`src/rtl/acc_writeback.sv`:
```
// Writeback stage behind the 8-bit ALU: owns accumulators A/B and the carry/zero flags,
// sequences data-memory loads and stores, and counts retired instructions.
module acc_writeback #(
  parameter int LOAD_TIMEOUT = 16
) (
  input  logic        Clock,
  input  logic        Reset,
  input  logic        iValid,
  output logic        oReady,
  input  logic [5:0]  iOpcode,
  input  logic [8:0]  iAluOut,
  input  logic [7:0]  iConst,
  input  logic [7:0]  iAddr,
  input  logic [7:0]  iMemData,
  input  logic        iMemValid,
  output logic [7:0]  oRegA,
  output logic [7:0]  oRegB,
  output logic        oCarry,
  output logic        oZero,
  output logic        oMemRead,
  output logic        oMemWrite,
  output logic [7:0]  oMemAddr,
  output logic [7:0]  oMemWData,
  output logic        oRetire,
  output logic [15:0] oRetired,
  output logic        oError,
  output logic        oState
);

  // Encodings mirror the shared def.v opcode table.
  localparam logic [5:0] OP_NOP   = 6'd0;
  localparam logic [5:0] OP_ADDA  = 6'd1;
  localparam logic [5:0] OP_ADDB  = 6'd2;
  localparam logic [5:0] OP_ADDCA = 6'd3;
  localparam logic [5:0] OP_ADDCB = 6'd4;
  localparam logic [5:0] OP_SUBA  = 6'd5;
  localparam logic [5:0] OP_SUBB  = 6'd6;
  localparam logic [5:0] OP_SUBCA = 6'd7;
  localparam logic [5:0] OP_SUBCB = 6'd8;
  localparam logic [5:0] OP_ASLA  = 6'd9;
  localparam logic [5:0] OP_ASRA  = 6'd10;
  localparam logic [5:0] OP_ANDA  = 6'd11;
  localparam logic [5:0] OP_ANDB  = 6'd12;
  localparam logic [5:0] OP_ANDCA = 6'd13;
  localparam logic [5:0] OP_ANDCB = 6'd14;
  localparam logic [5:0] OP_ORA   = 6'd15;
  localparam logic [5:0] OP_ORB   = 6'd16;
  localparam logic [5:0] OP_ORCA  = 6'd17;
  localparam logic [5:0] OP_ORCB  = 6'd18;
  localparam logic [5:0] OP_LDCA  = 6'd19;
  localparam logic [5:0] OP_LDCB  = 6'd20;
  localparam logic [5:0] OP_LDA   = 6'd21;
  localparam logic [5:0] OP_LDB   = 6'd22;
  localparam logic [5:0] OP_STA   = 6'd23;
  localparam logic [5:0] OP_STB   = 6'd24;

  localparam logic [7:0] TO_LAST = 8'(LOAD_TIMEOUT - 1);

  typedef enum logic {
    IDLE      = 1'b0,
    WAIT_LOAD = 1'b1
  } state_e;

  state_e      state_q, state_d;
  logic [7:0]  cnt_q, cnt_d;
  logic [7:0]  a_q, a_d, b_q, b_d;
  logic        c_q, c_d, z_q, z_d;
  logic        rdy_q, rdy_d;
  logic        rd_q, rd_d, wr_q, wr_d;
  logic [7:0]  addr_q, addr_d, wdata_q, wdata_d;
  logic        ret_q, ret_d;
  logic [15:0] retired_q, retired_d;
  logic        err_q, err_d;
  logic        ld_b_q, ld_b_d;
  logic        accept;
  logic [7:0]  alu_res;

  // Handshake: an instruction transfers on a rising edge where iValid && oReady;
  // oReady is registered and high only while IDLE, so iValid is a don't-care otherwise.
  assign accept  = iValid && rdy_q;
  assign alu_res = iAluOut[7:0];

  always_comb begin
    state_d   = state_q;
    cnt_d     = cnt_q;
    a_d       = a_q;
    b_d       = b_q;
    c_d       = c_q;
    z_d       = z_q;
    rd_d      = 1'b0;
    wr_d      = 1'b0;
    addr_d    = addr_q;
    wdata_d   = wdata_q;
    ret_d     = 1'b0;
    err_d     = err_q;
    ld_b_d    = ld_b_q;
    retired_d = retired_q;

    case (state_q)
      IDLE: begin
        cnt_d = 8'd0;
        if (accept) begin
          ret_d = 1'b1;
          case (iOpcode)
            OP_ADDA, OP_ADDCA, OP_SUBA, OP_SUBCA, OP_ASLA, OP_ASRA: begin
              a_d = alu_res;
              c_d = iAluOut[8];
              z_d = (alu_res == 8'd0);
            end
            OP_ADDB, OP_ADDCB, OP_SUBB, OP_SUBCB: begin
              b_d = alu_res;
              c_d = iAluOut[8];
              z_d = (alu_res == 8'd0);
            end
            OP_ANDA, OP_ANDCA, OP_ORA, OP_ORCA: begin
              a_d = alu_res;
              z_d = (alu_res == 8'd0);
            end
            OP_ANDB, OP_ANDCB, OP_ORB, OP_ORCB: begin
              b_d = alu_res;
              z_d = (alu_res == 8'd0);
            end
            OP_LDCA: begin
              a_d = iConst;
              z_d = (iConst == 8'd0);
            end
            OP_LDCB: begin
              b_d = iConst;
              z_d = (iConst == 8'd0);
            end
            OP_STA, OP_STB: begin
              wr_d    = 1'b1;
              addr_d  = iAddr;
              wdata_d = alu_res;
            end
            OP_LDA, OP_LDB: begin
              // Loads retire later, from WAIT_LOAD.
              ret_d   = 1'b0;
              rd_d    = 1'b1;
              addr_d  = iAddr;
              ld_b_d  = (iOpcode == OP_LDB);
              state_d = WAIT_LOAD;
            end
            default: ;
          endcase
        end
      end
      WAIT_LOAD: begin
        if (iMemValid) begin
          if (ld_b_q) b_d = iMemData;
          else        a_d = iMemData;
          z_d     = (iMemData == 8'd0);
          ret_d   = 1'b1;
          cnt_d   = 8'd0;
          state_d = IDLE;
        end else if (cnt_q == TO_LAST) begin
          err_d   = 1'b1;
          ret_d   = 1'b1;
          cnt_d   = 8'd0;
          state_d = IDLE;
        end else begin
          cnt_d = cnt_q + 8'd1;
        end
      end
      default: state_d = IDLE;
    endcase

    if (ret_d) retired_d = retired_q + 16'd1;
    rdy_d = (state_d == IDLE);
  end

  always_ff @(posedge Clock) begin
    if (Reset) begin
      state_q   <= IDLE;
      cnt_q     <= 8'd0;
      a_q       <= 8'd0;
      b_q       <= 8'd0;
      c_q       <= 1'b0;
      z_q       <= 1'b0;
      rdy_q     <= 1'b0;
      rd_q      <= 1'b0;
      wr_q      <= 1'b0;
      addr_q    <= 8'd0;
      wdata_q   <= 8'd0;
      ret_q     <= 1'b0;
      retired_q <= 16'd0;
      err_q     <= 1'b0;
      ld_b_q    <= 1'b0;
    end else begin
      state_q   <= state_d;
      cnt_q     <= cnt_d;
      a_q       <= a_d;
      b_q       <= b_d;
      c_q       <= c_d;
      z_q       <= z_d;
      rdy_q     <= rdy_d;
      rd_q      <= rd_d;
      wr_q      <= wr_d;
      addr_q    <= addr_d;
      wdata_q   <= wdata_d;
      ret_q     <= ret_d;
      retired_q <= retired_d;
      err_q     <= err_d;
      ld_b_q    <= ld_b_d;
    end
  end

  assign oReady    = rdy_q;
  assign oRegA     = a_q;
  assign oRegB     = b_q;
  assign oCarry    = c_q;
  assign oZero     = z_q;
  assign oMemRead  = rd_q;
  assign oMemWrite = wr_q;
  assign oMemAddr  = addr_q;
  assign oMemWData = wdata_q;
  assign oRetire   = ret_q;
  assign oRetired  = retired_q;
  assign oError    = err_q;
  assign oState    = state_q;

endmodule

```
`config.mk`:
```
export PLATFORM = sky130hd
export DESIGN_NAME = acc_writeback
export DESIGN_NICKNAME = d
export VERILOG_FILES = /design/src/rtl/acc_writeback.sv
export SDC_FILE = /design/constraint.sdc
export NUM_CORES = 1
export LEC_CHECK = 0
export BUFFER_PORTS_ARGS = -buffer_cell sky130_fd_sc_hd__buf_2
export CORE_UTILIZATION = 55
export DETAILED_ROUTE_END_ITERATION = 16
export PLACE_DENSITY_LB_ADDON = 0.05
export SYNTH_ARGS = -nofsm -noshare
export SYNTH_HDL_FRONTEND = slang
export SYNTH_SLANG_ARGS = --single-unit
```
`constraint.sdc`:
```
create_clock -name Clock -period 4.49 [get_ports Clock]
set_input_delay 0.898 -clock Clock [delete_from_list [all_inputs] [get_ports Clock]]
set_output_delay 0.898 -clock Clock [all_outputs]
set_load 0.02 [all_outputs]
```
==> results.rst <==
.. list-table::
   :header-rows: 1

   * - Metric
     - Value
   * - Outcome
     - complete, no violations
   * - RSZ-0062 raised after global routing
     - no
   * - Fraction of the yosys area taken by sequential cells
     - 40.9%
   * - Placer congestion estimate
     - 0.876
   * - Most common cell after layout, fill and taps aside
     - sky130_fd_sc_hd__buf_2
   * - Async S/R FF share, synth
     - 0%
   * - CTS sink count
     - 65
   * - Hold_ws
     - 0.447 ns
   * - Number of max-cap violations
     - 0
   * - Commonest cells after routing, fill and taps aside
     - 98 x sky130_fd_sc_hd__buf_2, 65 x sky130_fd_sc_hd__dfxtp_1, 54 x sky130_fd_sc_hd__nor2_1
   * - Clock-pin slew reported for the worst setup and hold paths after clock tree synthesis
     - 0.07 ns
   * - Cell types with the largest area share after synthesis
     - sky130_fd_sc_hd__dfxtp_1 41%, sky130_fd_sc_hd__mux2i_1 9.4%, sky130_fd_sc_hd__nor2_1 6.4%, sky130_fd_sc_hd__a21oi_1 3.6%, sky130_fd_sc_hd__xor2_1 2.2%
   * - Number of enable-type register cells in the synthesized netlist
     - 0
   * - Maximum number of pins on one net before global-route repair
     - 53
   * - Post-DRT Antenna Nets
     - 0
   * - Number of setup violations in the final report
     - 0
   * - Initial cell density of the core
     - 57.4%
   * - Post_cts resized
     - 0
   * - P&R area growth vs syn
     - 20.5%
   * - Clock network latency to the later pin of the worst-skew pair
     - 0.34 ns
   * - Final hold vios
     - 0
   * - CTS root buf
     - sky130_fd_sc_hd__clkbuf_8
   * - Slowest CP cell
     - sky130_fd_sc_hd__buf_2
   * - Post-synthesis cell count
     - 348
   * - Worst path cell trace
     - buf_2 -> inv_1 -> o21a_1 -> a22o_1
   * - Most used DFF post-synth
     - sky130_fd_sc_hd__dfxtp_1
   * - Post-synthesis register bit count
     - 65
   * - Proportion of layout cells with a drive suffix above 1
     - 30.8%
   * - Area of the core
     - 0.00554 mm2
   * - Pwr per Cell Area
     - 309 mW/mm2
   * - Synth warn
     - 0
   * - Met2 Routed Length
     - 3570 um
   * - Avg WL per Cell
     - 14.8 um
   * - Total length of routed wires
     - between 7000 and 8000 um
   * - Antenna cells
     - 0
   * - Hold_buf cts
     - 0
   * - Total clock buffers created by CTS
     - 9
   * - Worst ir drop on vdd
     - 0.203 mV
   * - Leak Pwr
     - about 1.8 nW
   * - Buffers inserted by post-CTS timing repair
     - 0
   * - Top-level port count
     - 99
   * - Port Buf Inserts
     - 98
   * - CTS tree
     - built
   * - Netlist Area Pre-Place
     - 0.00318 mm2
   * - Post-synth top area cell
     - sky130_fd_sc_hd__dfxtp_1
   * - Die Y
     - 78.0 um
   * - Post-Synthesis Mean Instance Area
     - between 9 and 10 um2
   * - Longest individual stage delay on the worst path
     - 0.69 ns
   * - Wire length on met3
     - 524 um
   * - Worst path arrival time
     - 2.64 ns
   * - Final min period
     - 2.40 ns
   * - Max Root-Sink Buffers
     - 2
   * - Total Die Area
     - 0.00609 mm2
   * - Drt initial violations
     - 168
   * - Rel. slew slack
     - 38.4%
   * - Share of the clock period used by the worst path after layout
     - 53.5%
   * - Slew @ Worst Pin
     - 0.918 ns
   * - Wire length of the first global-routing pass
     - 12,500 um
   * - Path category of the worst min-delay check
     - flip-flop to flip-flop
   * - Aggregate global routing overflow
     - 0
   * - Count of vias placed by the detailed router
     - just under 3,000
   * - Standard-cell row count
     - 27
   * - Initial antenna violation count
     - 0
   * - DRC errors left
     - 0
   * - Overall fraction of global-route tracks in use
     - 26.2%
   * - Slew Viols, Final
     - 0
   * - Class of the most critical setup path
     - input pin to flip-flop
   * - Proportion of netlist area held by the largest area contributor
     - 40.9%
   * - Number of distinct library cell variants in the gate-level netlist after synthesis
     - 56
   * - Fillcell total
     - ~470
   * - Routed metal-1 wirelength
     - 3330 um
   * - Uppermost layer routed
     - met4
   * - Critical path launch point type
     - input pin
   * - TNS Setup
     - 0 ns
   * - H-tree Lvls
     - 3
   * - Number of search-and-repair iterations in the first detailed-routing pass
     - 5
   * - Vias per cell
     - 5.73
   * - Maximum net fanout on the critical path
     - 52
   * - Fin nets
     - 482
   * - Vias in the first global route
     - 2,698
   * - Critical path capture point type
     - flip-flop
   * - Post-synth net total
     - slightly below 400
   * - Clock skew after layout
     - around 0.0047 ns
   * - Worst EP required
     - between 4 and 5 ns
   * - HPWL after DPL
     - 5450 um
   * - Chip Width
     - just under 80 um
   * - Maximum achievable frequency
     - about 420 MHz
[metal layers]
layer,track usage [%],vias to the layer above
met5,0,-
met4,12.4,0
met3,4.77,14
met2,43.2,104
met1,33.2,1366
li1,-,1454
[worst max-delay path, delay by kind of cell]
| family | cells | cell delay [ns] |
|---|---|---|
| buf+inv | 2 | 1.12 |
| compound gates | 2 | 0.60 |
[per-stage QoR]
step	util, %	instance area [um2]	std cells	power (mW)	setup WS (ns)
after floorplan	-	3180	348	0.663	2.06
after global placement	65.7	3640	498	0.699	1.80
after detailed placement	65.7	3640	498	0.700	1.77
after CTS	69.2	3830	513	1.19	2.13
after global routing	69.2	3830	513	1.23	1.92
final	69.2	3830	513	1.18	2.09
[where the power goes]
part	total, mW	internal [mW]	leakage [nW]	switching, mW
Sequential	0.586	0.582	0.525	0.00388
Clock	0.496	0.282	0.102	0.214
Combinational	0.102	0.0393	1.14	0.0627
Total	1.18	0.904	1.77	0.280
[cells in the mapped netlist, types with 3 or more instances]
library cell,number
sky130_fd_sc_hd__nand4_1,4
sky130_fd_sc_hd__nand3_1,12
sky130_fd_sc_hd__inv_1,11
sky130_fd_sc_hd__clkbuf_8,4
sky130_fd_sc_hd__xnor2_1,3
sky130_fd_sc_hd__a2111oi_0,5
sky130_fd_sc_hd__o31ai_1,7
sky130_fd_sc_hd__nor2_1,54
sky130_fd_sc_hd__buf_2,4
sky130_fd_sc_hd__mux2_2,4
sky130_fd_sc_hd__a22o_1,7
sky130_fd_sc_hd__nand2_1,11
sky130_fd_sc_hd__a31o_2,4
sky130_fd_sc_hd__or4_1,9
sky130_fd_sc_hd__o21ai_0,5
sky130_fd_sc_hd__nor3b_1,3
sky130_fd_sc_hd__nand2b_1,3
sky130_fd_sc_hd__o41ai_1,4
sky130_fd_sc_hd__mux2i_1,30
sky130_fd_sc_hd__nor3_1,6
sky130_fd_sc_hd__o211ai_1,5
sky130_fd_sc_hd__clkbuf_1,11
sky130_fd_sc_hd__a211o_1,3
sky130_fd_sc_hd__a31oi_1,3
sky130_fd_sc_hd__a21oi_1,23
sky130_fd_sc_hd__and3_1,4
sky130_fd_sc_hd__dfxtp_1,65
sky130_fd_sc_hd__xor2_1,8
sky130_fd_sc_hd__nor4_1,4
[sequential cells by signal (all words and copies together) (netlist names), 8 cells and up]
signal     cells
oRegB          8
oRegA          8
cnt_q          8
oMemWData      8
oMemAddr       8
oRetired      16
[kinds of logic (layout without fill, tap and decap cells)]
logic type,count (synthesis),after routing,share of synthesized area (%)
AOI/OAI and AO/OA,77,77,17.9
xor gates and xnor gates,11,11,3.03
and+or+nand+nor,127,127,21.1
muxes,34,34,10.9
adders and majority gates,2,2,0.787
buffers and inverters,32,125,5.43
DFF,65,65,40.9
[worst paths after layout]
kind	depth (start not counted)	startpoint	slack, ns	end
worst max-delay path	4	Reset	2.09	oRegA[4]
worst min-delay path	1	cnt_q[0]	0.45	cnt_q[0]
worst max register to register	5	oState	2.25	oZero
worst min register to register	1	cnt_q[0]	0.45	cnt_q[0]
[area by class of cell]
type / instances / area [um2] / share of cell area [%]
well taps: 72 / 90.1 / 2.35
flip-flops and latches: 65 / 1300 / 34.0
multi-input cells: 251 / 1710 / 44.5
repair buffers: 99 / 498 / 13.0
inverters: 11 / 41.3 / 1.08
clock inverters: 3 / 40.0 / 1.04
clock buffers: 12 / 155 / 4.05
No activity file was read; power rests on OpenSTA's default activity.
